$ cat src/rtl/cnn_pkg.sv
// Shared definitions for the CNN front-end: default pixel width, default
// image geometry, the pixel type and a helper for window placement.
package cnn_pkg;

  localparam int CNN_DATA_BITS = 8;
  localparam int CNN_IMG_W     = 32;
  localparam int CNN_IMG_H     = 32;

  typedef logic signed [CNN_DATA_BITS-1:0] pixel_t;

  // Index (row or column) of the last window position emitted along a
  // dimension of n pixels when windows are placed every `stride` pixels
  // starting at index 2.
  function automatic int last_win_idx(input int n, input int stride);
    return 2 + stride * ((n - 3) / stride);
  endfunction

endpackage

$ cat src/rtl/line_buffer.sv
// One image row of pixel storage. Combinational read and registered write
// on the same address give read-before-write behaviour: in the cycle a
// column is overwritten, o_rdata still shows the value from the row above.
module line_buffer #(
  parameter int DEPTH = 32,
  parameter int WIDTH = 8,
  parameter int AW    = $clog2(DEPTH)
) (
  input  logic                    clk,
  input  logic                    i_we,
  input  logic [AW-1:0]           i_addr,
  input  logic signed [WIDTH-1:0] i_wdata,
  output logic signed [WIDTH-1:0] o_rdata
);

  logic signed [WIDTH-1:0] r_mem [DEPTH];

  assign o_rdata = r_mem[i_addr];

  // Store the incoming pixel at its column; contents are never reset.
  always_ff @(posedge clk) begin
    if (i_we) r_mem[i_addr] <= i_wdata;
  end

endmodule

$ cat src/rtl/conv_window_gen.sv
// Streaming 3x3 sliding-window generator for valid-mode convolution.
// Pixels arrive one per cycle in raster order; two chained line buffers
// hold the previous two rows and a 3x2 register array holds the two most
// recent columns, so each accepted pixel completes one 3x3 window.
// Optional build macro STRIDE2_EN: emit only windows at even offsets
// (stride 2 in both directions); undefined gives stride 1.
module conv_window_gen
  import cnn_pkg::*;
#(
  parameter int DATA_BITS = CNN_DATA_BITS,
  parameter int IMG_W     = CNN_IMG_W,
  parameter int IMG_H     = CNN_IMG_H
) (
  input  logic                        clk,
  input  logic                        rst_n,
  input  logic                        valid_in,
  input  logic signed [DATA_BITS-1:0] pixel_in,
  output logic signed [DATA_BITS-1:0] p00,
  output logic signed [DATA_BITS-1:0] p01,
  output logic signed [DATA_BITS-1:0] p02,
  output logic signed [DATA_BITS-1:0] p10,
  output logic signed [DATA_BITS-1:0] p11,
  output logic signed [DATA_BITS-1:0] p12,
  output logic signed [DATA_BITS-1:0] p20,
  output logic signed [DATA_BITS-1:0] p21,
  output logic signed [DATA_BITS-1:0] p22,
  output logic                        valid_out,
  output logic                        frame_done
);

  localparam int CW = $clog2(IMG_W);
  localparam int RW = $clog2(IMG_H);
`ifdef STRIDE2_EN
  localparam int STRIDE = 2;
`else
  localparam int STRIDE = 1;
`endif
  localparam logic [CW-1:0] COL_MAX   = CW'(IMG_W - 1);
  localparam logic [RW-1:0] ROW_MAX   = RW'(IMG_H - 1);
  localparam logic [CW-1:0] COL_FIRST = CW'(2);
  localparam logic [RW-1:0] ROW_FIRST = RW'(2);
  localparam logic [CW-1:0] COL_LAST  = CW'(last_win_idx(IMG_W, STRIDE));
  localparam logic [RW-1:0] ROW_LAST  = RW'(last_win_idx(IMG_H, STRIDE));

  logic [CW-1:0]                 r_col;
  logic [RW-1:0]                 r_row;
  logic signed [DATA_BITS-1:0]   r_c1 [3];       // oldest retained column
  logic signed [DATA_BITS-1:0]   r_c2 [3];       // newer retained column
  logic signed [DATA_BITS-1:0]   r_p  [3][3];    // registered window taps
  logic                          r_valid;
  logic                          r_done;

  logic signed [DATA_BITS-1:0]   w_lb0_q;
  logic signed [DATA_BITS-1:0]   w_lb1_q;
  logic signed [DATA_BITS-1:0]   w_win [3][3];
  logic                          w_stride_ok;
  logic                          w_emit;
  logic                          w_last;

  // Row r-1 lives in lb0, row r-2 in lb1; lb1 is refilled from lb0's output.
  line_buffer #(.DEPTH(IMG_W), .WIDTH(DATA_BITS), .AW(CW)) u_lb0 (
    .clk     (clk),
    .i_we    (valid_in),
    .i_addr  (r_col),
    .i_wdata (pixel_in),
    .o_rdata (w_lb0_q)
  );

  line_buffer #(.DEPTH(IMG_W), .WIDTH(DATA_BITS), .AW(CW)) u_lb1 (
    .clk     (clk),
    .i_we    (valid_in),
    .i_addr  (r_col),
    .i_wdata (w_lb0_q),
    .o_rdata (w_lb1_q)
  );

`ifdef STRIDE2_EN
  // r-2 and c-2 are even exactly when r and c are even.
  assign w_stride_ok = ~r_row[0] & ~r_col[0];
`else
  assign w_stride_ok = 1'b1;
`endif

  // Columns c<2 hold stale pixels from the previous row, so they gate output.
  assign w_emit = valid_in && (r_row >= ROW_FIRST) && (r_col >= COL_FIRST) && w_stride_ok;
  assign w_last = (r_row == ROW_LAST) && (r_col == COL_LAST);

  // Assemble the window completed by the current pixel.
  always_comb begin
    for (int i = 0; i < 3; i++) begin
      w_win[i][0] = r_c1[i];
      w_win[i][1] = r_c2[i];
    end
    w_win[0][2] = w_lb1_q;
    w_win[1][2] = w_lb0_q;
    w_win[2][2] = pixel_in;
  end

  // Raster position of the next pixel to be accepted.
  always_ff @(posedge clk or negedge rst_n) begin
    if (!rst_n) begin
      r_col <= '0;
      r_row <= '0;
    end else if (valid_in) begin
      if (r_col == COL_MAX) begin
        r_col <= '0;
        r_row <= (r_row == ROW_MAX) ? '0 : r_row + 1'b1;
      end else begin
        r_col <= r_col + 1'b1;
      end
    end
  end

  // Shift the retained columns left on every accepted pixel.
  always_ff @(posedge clk or negedge rst_n) begin
    if (!rst_n) begin
      for (int i = 0; i < 3; i++) begin
        r_c1[i] <= '0;
        r_c2[i] <= '0;
      end
    end else if (valid_in) begin
      for (int i = 0; i < 3; i++) begin
        r_c1[i] <= w_win[i][1];
        r_c2[i] <= w_win[i][2];
      end
    end
  end

  // Capture emitted windows; taps hold between windows.
  always_ff @(posedge clk or negedge rst_n) begin
    if (!rst_n) begin
      for (int i = 0; i < 3; i++)
        for (int j = 0; j < 3; j++)
          r_p[i][j] <= '0;
      r_valid <= 1'b0;
      r_done  <= 1'b0;
    end else begin
      if (w_emit) begin
        for (int i = 0; i < 3; i++)
          for (int j = 0; j < 3; j++)
            r_p[i][j] <= w_win[i][j];
      end
      r_valid <= w_emit;
      r_done  <= w_emit && w_last;
    end
  end

  assign p00        = r_p[0][0];
  assign p01        = r_p[0][1];
  assign p02        = r_p[0][2];
  assign p10        = r_p[1][0];
  assign p11        = r_p[1][1];
  assign p12        = r_p[1][2];
  assign p20        = r_p[2][0];
  assign p21        = r_p[2][1];
  assign p22        = r_p[2][2];
  assign valid_out  = r_valid;
  assign frame_done = r_done;

endmodule

$ cat config.mk
export PLATFORM = sky130hd
export DESIGN_NAME = conv_window_gen
export DESIGN_NICKNAME = d
export VERILOG_FILES = /design/src/rtl/cnn_pkg.sv /design/src/rtl/line_buffer.sv /design/src/rtl/conv_window_gen.sv
export SDC_FILE = /design/constraint.sdc
export NUM_CORES = 1
export LEC_CHECK = 0
export CORE_AREA = 2 2 231 233
export CTS_CLUSTER_DIAMETER = 30
export DETAILED_ROUTE_END_ITERATION = 12
export DIE_AREA = 0 0 233 235
export GPL_ROUTABILITY_DRIVEN = 0
export SLEW_MARGIN = 10
export SYNTH_ARGS = -nofsm -noshare
export SYNTH_HDL_FRONTEND = slang
export SYNTH_SLANG_ARGS = --single-unit
$ cat constraint.sdc
create_clock -name clk -period 5.5 [get_ports clk]
set_clock_uncertainty 0.1 [all_clocks]
set_input_delay 1.1 -clock clk [delete_from_list [all_inputs] [get_ports clk]]
set_output_delay 1.1 -clock clk [all_outputs]
set_load 0.03 [all_outputs]
# Word level (Yosys, flattened, before mapping)
# Memory sizes are Yosys's and may differ from the RTL's.
# Index checks and enable logic that the tools add are counted.
# classes
n_eq_ne	2
order_cmp	2
reduce_logical	5
add_sub_neg	2
mux	4
# op_table
operator	count
$add 5x1->5 const B	2
$eq 5x5->1 const B	2
$ge 5x2->1 const B	2
$mux 5	2
$logic_and 1x1->1	4
$mux 1	2
$reduce_and 2->1	1
# totals
in_bits	11
register_bits	132
mem_bits_rw	512
word_cells	36
output_inout_bits	74
mem_count	2
# mem_list
memory	words	word_bits	rd	rd_ports_with_merged_regs	write_ports	line	source
u_lb0.r_mem	32	8	1	0	1	line_buffer.sv:16	logic signed [WIDTH-1:0] r_mem [DEPTH];
u_lb1.r_mem	32	8	1	0	1	line_buffer.sv:16	

# Depth between registers and ports, before layout
# Gate-level depths: netlist of run 1.
# logic_depth
ltp_word	4
depth_mapped	11
mapped_depth_nobuf	7

# Hierarchy
# Synthesis of run 1 repeated with hierarchy kept, for this count alone.
# unflattened
hier_cells	1448
hier_area_um2	25195.4
# by_module_without_submodules
mod	seq_area_each_um2	cells_per_inst	instances	area_per_inst_um2
line_buffer	7687.4	568	2	10045.9
conv_window_gen	3303.2	312	1	5103.6

# Least setup slack after synthesis of run 1
# Ideal clock, no wire load.
# synth_timing
path_kind	input port to flip-flop
from	input port valid_in
to	memory u_lb0.r_mem[31][0] (enable)
t_arrival_ns	2.614
setup_ns	0.388
cell_stages	4
setup_slack_ns	2.398
path_cell_list	clkbuf_1 clkbuf_1 nand2_1 nor2_1
# synth_between
elab_chain_len	2
# synth_lines
element	line	source
start: declaration	conv_window_gen.sv:16	input logic valid_in,
$mux 1	line_buffer.sv:22	if (i_we) r_mem[i_addr] <= i_wdata;
$mux 1 (implied by the code)	line_buffer.sv:22	
end: declaration	line_buffer.sv:16	
# No other way between the ends.

# Worst setup path in the final report of run 1
# layout_timing
from	register r_col[0]
to	memory u_lb1.r_mem[2][0] (data pin)
# layout_between
elab_chain_len	1
# layout_lines
element	line	source
start: declaration	conv_window_gen.sv:45	logic [CW-1:0] r_col;
start signal: assignment	conv_window_gen.sv:109	r_col <= r_col + 1'b1;
$mem_v2 32x8	-	
named net u_lb0.o_rdata[0]	line_buffer.sv:13	output logic signed [WIDTH-1:0] o_rdata
end: declaration	line_buffer.sv:16	
# The timed path passes the listed nets, and every way through them passes these cells.

==> metrics.txt, run 1 <==
routed vias 13.8k; Synthesized Nets 1429; Sinks on Clock Net 644; Max rail drop VDD 0.353 mV; final hold vios 0; HP Start p11[5]$_DFFE_PN0P_; Pre-Repair DR Iteration Count 5; Critical Path, Cell by Cell buf_12 -> buf_12 -> mux2i_1 -> o22ai_1 -> nor4_1 -> nand2_1 -> buf_4; Resized Gates After CTS 0; total setup violations reported at the end of the flow 0; data arrival time of the critical path 4.19 ns; area of the die 54800 sq um; port bufs 84; fraction of final layout cells with drive strength greater than 1 0.215; first-pass GRT wire length 90.8 mm; clock tree from TritonCTS yes; Power Dens Cells 627 nW/um^2; first-iteration detailed-routing DRC count 1276; area of the mapped netlist 24700 sq um; pin count of the biggest net entering global routing 97; number of global-route vias before repair 13.8k; IO Pins 85; Post-Route Utilization 0.593; unrepaired setup endpoints after global routing false; quantity of hold-fixing buffers added after cts 0; top cell family by delay on the critical path buffers and inverters; maximum clock frequency 256 MHz; most common cell after layout, fill and taps aside sky130_fd_sc_hd__edfxtp_1; count of different cell masters after synthesis 35; worst-case reg-to-reg path depth 7; max-slew headroom at the worst pin 0.223; HPWL reported at the end of detailed placement 35.1 mm; FP Rows 84; number of antenna violations at the first check in global routing 2; endpoint class of the critical path flop; maximum buffer depth of the clock tree 3; CP Buf/Inv Count 3; Synth Instances 1410; clk_lat worst skew 0.69 ns; worst stage delay on the critical path 0.89 ns; final clock period utilization by the worst path 0.711; area occupied by multi-input gates 5660 sq um; reg-to-reg critical path endpoint u_lb1.r_mem[2][0]$_DFFE_PP_; Final min period 3.91 ns; nets 1640; r2r setup slk 1.59 ns; Reg area 18700 sq um; sum of overflow across all layers after global routing 0; Max-cap violations 0; slowest cell on the critical path sky130_fd_sc_hd__dfrtp_4; worst path required time 5.78 ns; leading cell types in the layout, fill and taps excluded 512 x sky130_fd_sc_hd__edfxtp_1, 256 x sky130_fd_sc_hd__mux2i_1, 140 x sky130_fd_sc_hd__clkbuf_16; number of warnings issued by yosys 0; setup total negative slack 0 ns; status complete, no violations; Root Driver sky130_fd_sc_hd__clkbuf_16; Worst path most repeated cell sky130_fd_sc_hd__buf_12; DRC violations left 0; number of H-tree branching levels 4; post-CTS setup buffers 0; start of the worst register-to-register path r_col[0]$_DFFE_PN0P_; number of max-slew violations in the final report 0; layout overhead on the synthesized area 25.2%; post-route total power 19.4 mW; average instance area after synthesis 17.6 sq um; worst-path maximum fanout 81; FF+latch count, synth 644; die span in x 233 microns; class of the worst hold path reg2reg; Antenna Violating Nets Remaining 0; kind of start point of the critical path flop; number of antenna diodes 0; terminating pin of the worst hold path p11[5]$_DFFE_PN0P_; final routed wirelength across all metal layers 62.4 mm; wire per inst 25.9 microns; number of buffers created by CTS 132; clock-pin slew on the worst setup and hold paths 0.04 ns; leakage dissipation 11.4 nW; Chip Height 235 microns; core footprint 52200 sq um; post-synthesis sequential area ratio 0.755; Filler cells 3893; Tot GR Track Use 0.232; worst hold stages 1; starting utilization of the core area 0.474; via density per instance 5.73; CP Class reg2reg; Slew @ Worst Pin 1.15 ns
Yosys cell counts, drive strengths merged:
cell     instances  area [sq um]
o31ai            1          7.51
o32a             1          10.0
or4              2          15.0
ha               8           100
and3             3          18.8
nor2            52           195
nor4            32           200
nor3b            1          7.51
nand2           20          91.3
inv              5          21.3
clkbuf          54           203
mux2i          256          2560
mux2            91          1110
nand4bb          6          67.6
buf             29           181
a31oi           33           206
nand4            2          12.5
a21oi           17          85.1
or4b             4          40.0
o21ai            8          40.0
edfxtp         512         15400
dfrtp          132          3300
nand3            3          15.0
o22ai          129           807
nand3b           3          22.5
or3              2          17.5
nand4b           4          35.0
flip-flops by register name, summed over array words and instances (netlist names), 24 cells and up:
name         count
u_lb1.r_mem    256
r_c2            24
r_c1            24
u_lb0.r_mem    256
kinds of logic (layout without fill, tap and decap cells):
logic type                 Yosys count  in the layout  synth area share
AOI/OAI and AO/OA                  189            189            0.0467
adders and majority gates            8              8           0.00404
buffers and inverters               88            395            0.0164
DFF                                644            644             0.755
muxes                              347            347             0.148
and+or+nand+nor                    134            134            0.0298
metal layers:
metal	vias to the layer above	wire [microns]	track usage
li1	6064	-	-
met1	7126	26400	0.310
met2	484	30400	0.372
met3	94	4240	0.0534
met4	2	1370	0.0847
met5	-	13	0
layout make-up:
| cell class | count | area share |
|---|---|---|
| multi-input cells | 678 | 0.183 |
| clock buffers | 162 | 0.116 |
| inverters | 5 | 0.000686 |
| well taps | 688 | 0.0278 |
| clock inverters | 68 | 0.0235 |
| repair buffers | 160 | 0.0463 |
| flip-flops and latches | 644 | 0.603 |
worst max path at each step:
| stage | from | to | cells after the start |
|---|---|---|---|
| final | r_col[0]$_DFFE_PN0P_ | u_lb1.r_mem[2][0]$_DFFE_PP_ | 7 |
| after CTS | r_col[0]$_DFFE_PN0P_ | u_lb1.r_mem[1][0]$_DFFE_PP_ | 7 |
| after global placement | r_col[0]$_DFFE_PN0P_ | u_lb1.r_mem[20][0]$_DFFE_PP_ | 7 |
| after global routing | r_col[0]$_DFFE_PN0P_ | u_lb1.r_mem[28][0]$_DFFE_PP_ | 7 |
| after detailed placement | r_col[0]$_DFFE_PN0P_ | u_lb1.r_mem[27][0]$_DFFE_PP_ | 7 |
| after floorplan | valid_in | u_lb0.r_mem[31][0]$_DFFE_PP_ | 4 |
through the flow:
stage | instance area (sq um) | setup WS [ns] | instances | hold slack [ns]
final | 31000 | 1.59 | 2405 | 0.399
after global routing | 31000 | 1.49 | 2405 | 0.413
after CTS | 31000 | 1.63 | 2405 | 0.402
after global placement | 26700 | 1.75 | 2175 | 0.387
after detailed placement | 26700 | 1.70 | 2175 | 0.391
after floorplan | 24700 | 2.40 | 1410 | 0.359
report_power, final:
group	switching, mW	total [mW]	internal [mW]
sequential	0.521	7.22	6.70
clock	2.42	7.62	5.20
combinational	2.93	4.59	1.66
total	5.87	19.4	13.6
(Power assumes the default switching activity.)
==> run 2: changes to the inputs <==
--- a/config.mk
+++ b/config.mk
@@ -10,6 +10,7 @@
 export DETAILED_ROUTE_END_ITERATION = 12
 export DIE_AREA = 0 0 233 235
 export GPL_ROUTABILITY_DRIVEN = 0
+export PLACE_DENSITY = 0.67
 export SLEW_MARGIN = 10
 export SYNTH_ARGS = -nofsm -noshare
 export SYNTH_HDL_FRONTEND = slang
==> constraint.sdc (replaced) <==
create_clock -name clk -period 3.5 [get_ports clk]
set_clock_uncertainty 0.1 [all_clocks]
set_input_delay 0.7 -clock clk [delete_from_list [all_inputs] [get_ports clk]]
set_output_delay 0.7 -clock clk [all_outputs]
set_load 0.03 [all_outputs]
==> run 2 against run 1 <==
Net effect: critical endpoint unchanged; worst hold slack worse by 0.36 ns; setup slack worse by 1.5 ns; register-to-register slack got worse by 1.5 ns; non-clock buffer count is 32 higher; largest power group is now sequential cells; clock power grew 40%.
==> metrics.txt, run 2 (same netlist as run 1, synthesis figures left out) <==
max-slew headroom at the worst pin 0.235 (+0.0116); area of the die 54800 sq um (unchanged); largest registers u_lb0.r_mem: 256 flops, u_lb1.r_mem: 256 flops; worst path required time 3.77 ns (-2.01 ns); filler-free cell count of the finished design 2428 (+0.96%); layout overhead on the synthesized area 24.6%; leakage dissipation 11.3 nW (-0.40%); Max rail drop VDD 0.495 mV (+40%); HPWL reported at the end of detailed placement 35.6 mm (+1.2%); Tot GR Track Use 0.224 (-0.00812); port bufs 84 (unchanged); FP Rows 84 (unchanged); status complete, no violations; core footprint 52200 sq um (unchanged); wire per inst 25.0 microns (-3.7%); Filler cells 3822 (-1.8%); maximum clock frequency 297 MHz (+16%); number of max-slew violations in the final report 0 (unchanged); Power Dens Cells 953 nW/um^2 (+52%); total setup violations reported at the end of the flow 0 (unchanged); die span in x 233 microns (unchanged); number of H-tree branching levels 3 (-1); starting utilization of the core area 0.474 (unchanged); endpoint class of the critical path flop; leading cell types in the layout, fill and taps excluded 512 x sky130_fd_sc_hd__edfxtp_1, 256 x sky130_fd_sc_hd__mux2i_1, 131 x sky130_fd_sc_hd__dfrtp_1; class of the worst hold path in2async; maximum buffer depth of the clock tree 3 (unchanged); most common cell after layout, fill and taps aside sky130_fd_sc_hd__edfxtp_1; unrepaired setup endpoints after global routing false; clock-pin slew on the worst setup and hold paths 0.05 ns (about the same); number of global-route vias before repair 14.1k (+2.3%); CP Class reg2reg; first-pass GRT wire length 89.8 mm (-1.1%); Resized Gates After CTS 0 (unchanged); Max-cap violations 0 (unchanged); clock tree from TritonCTS yes; placed insts 2204 (+1.3%); pin count of the biggest net entering global routing 88 (-9.3%); final hold vios 0 (unchanged); number of antenna violations at the first check in global routing 1 (-1); first-iteration detailed-routing DRC count 1387 (+8.7%); fraction of final layout cells with drive strength greater than 1 0.231 (+0.0161); setup total negative slack 0 ns (unchanged); nets 1657 (+1.0%); Root Driver sky130_fd_sc_hd__clkbuf_16; Reg area 18700 sq um (unchanged); via density per instance 5.77 (+0.79%); Chip Height 235 microns (unchanged); kind of start point of the critical path flop; Pre-Repair DR Iteration Count 5 (unchanged); Post-Route Utilization 0.590 (-0.00314); Final min period 3.37 ns (-0.540 ns); worst-path maximum fanout 32 (-60%); DRC violations left 0 (unchanged); Slew @ Worst Pin 1.14 ns (-0.0132 ns); Antenna Violating Nets Remaining 0 (unchanged); clk_lat worst skew 0.65 ns (-0.04 ns); final clock period utilization by the worst path 0.963 (+0.252); IO Pins 85 (unchanged); number of antenna diodes 0 (unchanged); sum of overflow across all layers after global routing 0 (unchanged); data arrival time of the critical path 3.64 ns (-0.55 ns); routed vias 14.0k (+1.8%); number of buffers created by CTS 117 (-11%); Sinks on Clock Net 644 (unchanged); area occupied by multi-input gates 5660 sq um (unchanged); final routed wirelength across all metal layers 60.7 mm (-2.8%)
==> run 2: final timing paths <==
| check | startpoint | endpoint | slack [ns] | depth (start not counted) |
|---|---|---|---|---|
| min in group clk | r_c1[6]$_DFFE_PN0P_ | p20[6]$_DFFE_PN0P_ | 0.40 | 1 |
| hold / removal | rst_n | p01[0]$_DFFE_PN0P_ | 0.04 | 1 |
| hold reg to reg | r_c1[6]$_DFFE_PN0P_ | p20[6]$_DFFE_PN0P_ | 0.40 | 1 |
| setup / recovery | r_col[2]$_DFFE_PN0P_ | u_lb1.r_mem[2][0]$_DFFE_PP_ | 0.13 | 5 |
| max in group asynchronous | rst_n | r_c2[0]$_DFFE_PN0P_ | 2.51 | 2 |
| setup reg to reg | r_col[2]$_DFFE_PN0P_ | u_lb1.r_mem[2][0]$_DFFE_PP_ | 0.13 | 5 |
==> run 2: where the power goes <==
group	internal [mW]	leakage, nW	total, mW	switching [mW]
Sequential	10.5	6.16	11.3	0.829
Combinational	2.86	3.32	7.36	4.50
Clock	6.95	1.86	10.7	3.72
==> run 2: what timing repair did <==
| item | CTS | global route |
|---|---|---|
| hold endpoints to repair | 0 | 0 |
| buffers inserted | 0 | 3 |
| hold buffers | 0 | 0 |
| endpoints found under the setup margin | 0 | 32 |
==> run 2: cell type report <==
type / count / area share
multi-input combinational: 678 / 0.184
clock buffer: 136 / 0.100
timing repair buffer: 192 / 0.0576
sequential: 644 / 0.606
tap: 688 / 0.0279
inverter: 5 / 0.000690
clock inverter: 85 / 0.0237
==> run 2: stage by stage <==
step | setup slack (ns) | cell area, sq um | hold WS (ns) | power (mW)
global placement | 0.265 | 27000 | 0.386 | 18.5
finish | 0.130 | 30800 | 0.0361 | 29.4
floorplan | 0.631 | 24700 | 0.304 | 15.6
CTS | 0.147 | 30800 | 0.0435 | 29.5
global route | 0.00696 | 30800 | 0.0921 | 30.5
detailed placement | 0.175 | 27000 | 0.391 | 18.8
==> run 2: worst max-delay path: stages (launching register included) <==
cell and delay [ns]:
sky130_fd_sc_hd__dfrtp_1 0.81, sky130_fd_sc_hd__or4_1 0.64, sky130_fd_sc_hd__o22ai_1 0.25, sky130_fd_sc_hd__nor4_1 0.84, sky130_fd_sc_hd__nand2_1 0.22, sky130_fd_sc_hd__buf_12 0.22
==> run 2: per-layer routing <==
layer  vias up  global-route usage  wire, microns
met1      7140               0.312          25400
met2       668               0.350          28400
met5         -                   0              0
met3       108              0.0487           5480
met4         0              0.0751           1450
li1       6096                   -              -
==> run 3: changes to the inputs <==
--- a/config.mk
+++ b/config.mk
@@ -7,6 +7,7 @@
 export LEC_CHECK = 0
 export CORE_AREA = 2 2 231 233
 export CTS_CLUSTER_DIAMETER = 30
+export CTS_CLUSTER_SIZE = 12
 export DETAILED_ROUTE_END_ITERATION = 12
 export DIE_AREA = 0 0 233 235
 export GPL_ROUTABILITY_DRIVEN = 0
==> run 3 against run 2 <==
Net effect: final cell count did not move; design area rose by 0.56%; sequential share of layout area decreased by 0.34 points; global-route usage barely moved; first-iteration DRC count rose by 5.5%; critical path depth is 1 higher; worst hold slack got worse by 0.0074 ns.
==> metrics.txt, run 3 (same netlist as run 1, synthesis figures left out) <==
r2r setup slk 0.14 ns (about the same); largest registers u_lb0.r_mem: 256 flops, u_lb1.r_mem: 256 flops; data arrival time of the critical path 3.70 ns (+0.06 ns); Tot GR Track Use 0.224 (about the same); Root Driver sky130_fd_sc_hd__clkbuf_16; kind of start point of the critical path flop; number of H-tree branching levels 3 (unchanged); number of buffers created by CTS 117 (unchanged); portion of total power attributed to the clock network 0.373 (+0.010); area occupied by multi-input gates 5660 sq um (unchanged); max-slew headroom at the worst pin 0.225 (-0.0102); pin count of the biggest net entering global routing 88 (unchanged); class of the worst hold path in2async; Max rail drop VDD 0.502 mV (+1.4%); worst path required time 3.84 ns (+0.07 ns); endpoint class of the critical path flop; slowest cell on the critical path sky130_fd_sc_hd__nand4b_1; HPWL reported at the end of detailed placement 35.6 mm (unchanged); Worst path most repeated cell sky130_fd_sc_hd__buf_4; leading cell types in the layout, fill and taps excluded 512 x sky130_fd_sc_hd__edfxtp_1, 256 x sky130_fd_sc_hd__mux2i_1, 131 x sky130_fd_sc_hd__dfrtp_1; worst stage delay on the critical path 1.04 ns (+0.20 ns); CP Buf/Inv Count 2 (+1); sum of overflow across all layers after global routing 0 (unchanged); routed vias 14.1k (+0.95%); Power Dens Cells 963 nW/um^2 (+1.0%); top cell family by delay on the critical path simple AND/OR/NAND/NOR gates; worst-path maximum fanout 32 (unchanged); layout overhead on the synthesized area 25.2%; final hold vios 0 (unchanged); clock tree from TritonCTS yes; nets 1657 (unchanged); DRC violations left 0 (unchanged); area of the die 54800 sq um (unchanged); maximum buffer depth of the clock tree 3 (unchanged); first-iteration detailed-routing DRC count 1463 (+5.5%); number of antenna diodes 0 (unchanged); first-pass GRT wire length 89.9 mm (+0.11%); proportion of total power due to net switching 0.307 (-0.00117); clk_lat worst skew 0.67 ns (+0.02 ns); via density per instance 5.83 (+0.95%); Combinational Power Share 0.247 (-0.004); clock-pin slew on the worst setup and hold paths 0.05 ns (about the same); sw power 9.16 mW (+1.2%); number of global-route vias before repair 14.1k (+0.31%); fraction of final layout cells with drive strength greater than 1 0.232 (+0.00115); core footprint 52200 sq um (unchanged); leakage dissipation 11.4 nW (+0.63%); final clock period utilization by the worst path 0.961 (-0.00197); pre-CTS setup slack 0.175 ns (unchanged); maximum clock frequency 297 MHz (+0.21%); internal power of the cells 20.7 mW (+1.8%); Resized Gates After CTS 0 (unchanged); post-route total power 29.8 mW (+1.6%); min setup slack post-route 0.137 ns (+0.00691 ns); Pre-Repair DR Iteration Count 5 (unchanged); die span in x 233 microns (unchanged); Reg power frac 0.380 (-0.006); status complete, no violations; FP Rows 84 (unchanged); most common cell after layout, fill and taps aside sky130_fd_sc_hd__edfxtp_1; starting utilization of the core area 0.474 (unchanged); final routed wirelength across all metal layers 60.9 mm (+0.44%); setup total negative slack 0 ns (unchanged); Chip Height 235 microns (unchanged); unrepaired setup endpoints after global routing false; Filler cells 3785 (-0.97%); port bufs 84 (unchanged); CP Class reg2reg; number of antenna violations at the first check in global routing 2 (+1); Slew @ Worst Pin 1.16 ns (+0.0151 ns); Antenna Violating Nets Remaining 0 (unchanged); total setup violations reported at the end of the flow 0 (unchanged); IO Pins 85 (unchanged); wire per inst 25.1 microns (+0.44%); Max-cap violations 0 (unchanged); Critical Path, Cell by Cell nand4b_1 -> o22ai_1 -> nor4_1 -> buf_4 -> nand2_1 -> buf_4; number of max-slew violations in the final report 0 (unchanged); Reg area 18700 sq um (unchanged); Final min period 3.36 ns (-0.00691 ns); Sinks on Clock Net 644 (unchanged)
-- run 3: changes by cell type in the layout (fill, tap and decap cells not counted) --
| cell | previous run | this run |
|---|---|---|
| sky130_fd_sc_hd__clkinv_1 | 15 | 13 |
| sky130_fd_sc_hd__bufinv_16 | 9 | 13 |
| sky130_fd_sc_hd__clkinv_8 | 0 | 5 |
| sky130_fd_sc_hd__clkbuf_16 | 119 | 120 |
| sky130_fd_sc_hd__clkinv_2 | 29 | 26 |
| sky130_fd_sc_hd__inv_16 | 0 | 1 |
| sky130_fd_sc_hd__inv_6 | 12 | 6 |
-- run 3: power by group through the flow --
stage | combinational (mW) | clock (mW) | sequential, mW
after floorplan | 3.63 | 0 | 11.9
after global placement | 7.14 | 0 | 11.4
after detailed placement | 7.31 | 0 | 11.4
after CTS | 7.35 | 11.2 | 11.3
after global routing | 7.81 | 11.7 | 11.4
final | 7.37 | 11.1 | 11.3
-- run 3: per-stage QoR --
step                       util  hold WS (ns)  area, sq um  std cells
after CTS                 0.593        0.0445        31000       2425
after detailed placement  0.517         0.391        27000       2204
final                     0.593        0.0287        31000       2428
after floorplan               -         0.304        24700       1410
after global routing      0.593        0.0924        31000       2428
after global placement    0.517         0.386        27000       2204
-- run 3: layout make-up --
| cell class | count | share of cell area |
|---|---|---|
| sequential | 644 | 0.603 |
| multi-input combinational | 678 | 0.183 |
| clock buffer | 137 | 0.101 |
| timing repair buffer | 192 | 0.0573 |
| clock inverter | 84 | 0.0283 |
| tap | 688 | 0.0278 |
| inverter | 5 | 0.000686 |
-- run 3: metal layers --
metal,vias up,wire [microns],track usage,part of all wire
met5,-,29,0,0.00048
met4,4,1330,0.0728,0.022
met3,114,5520,0.0485,0.091
met2,682,28600,0.352,0.47
met1,7246,25400,0.312,0.42
li1,6099,-,-,-
-- run 3: timing repair --
action                     4_1_cts  5_1_grt
hold endpoints to repair         0        0
hold buffers                     0        0
buffers inserted                 0        3
setup endpoints to repair        0       32
-- run 3: final timing paths --
kind,startpoint,end,depth (start not counted)
min,rst_n,p00[5]$_DFFE_PN0P_,1
min in group clk,r_c1[6]$_DFFE_PN0P_,p20[6]$_DFFE_PN0P_,1
max in group asynchronous,rst_n,r_c2[0]$_DFFE_PN0P_,2
min reg2reg,r_c1[6]$_DFFE_PN0P_,p20[6]$_DFFE_PN0P_,1
max,r_col[2]$_DFFE_PN0P_,u_lb1.r_mem[19][2]$_DFFE_PP_,6
max reg2reg,r_col[2]$_DFFE_PN0P_,u_lb1.r_mem[19][2]$_DFFE_PP_,6
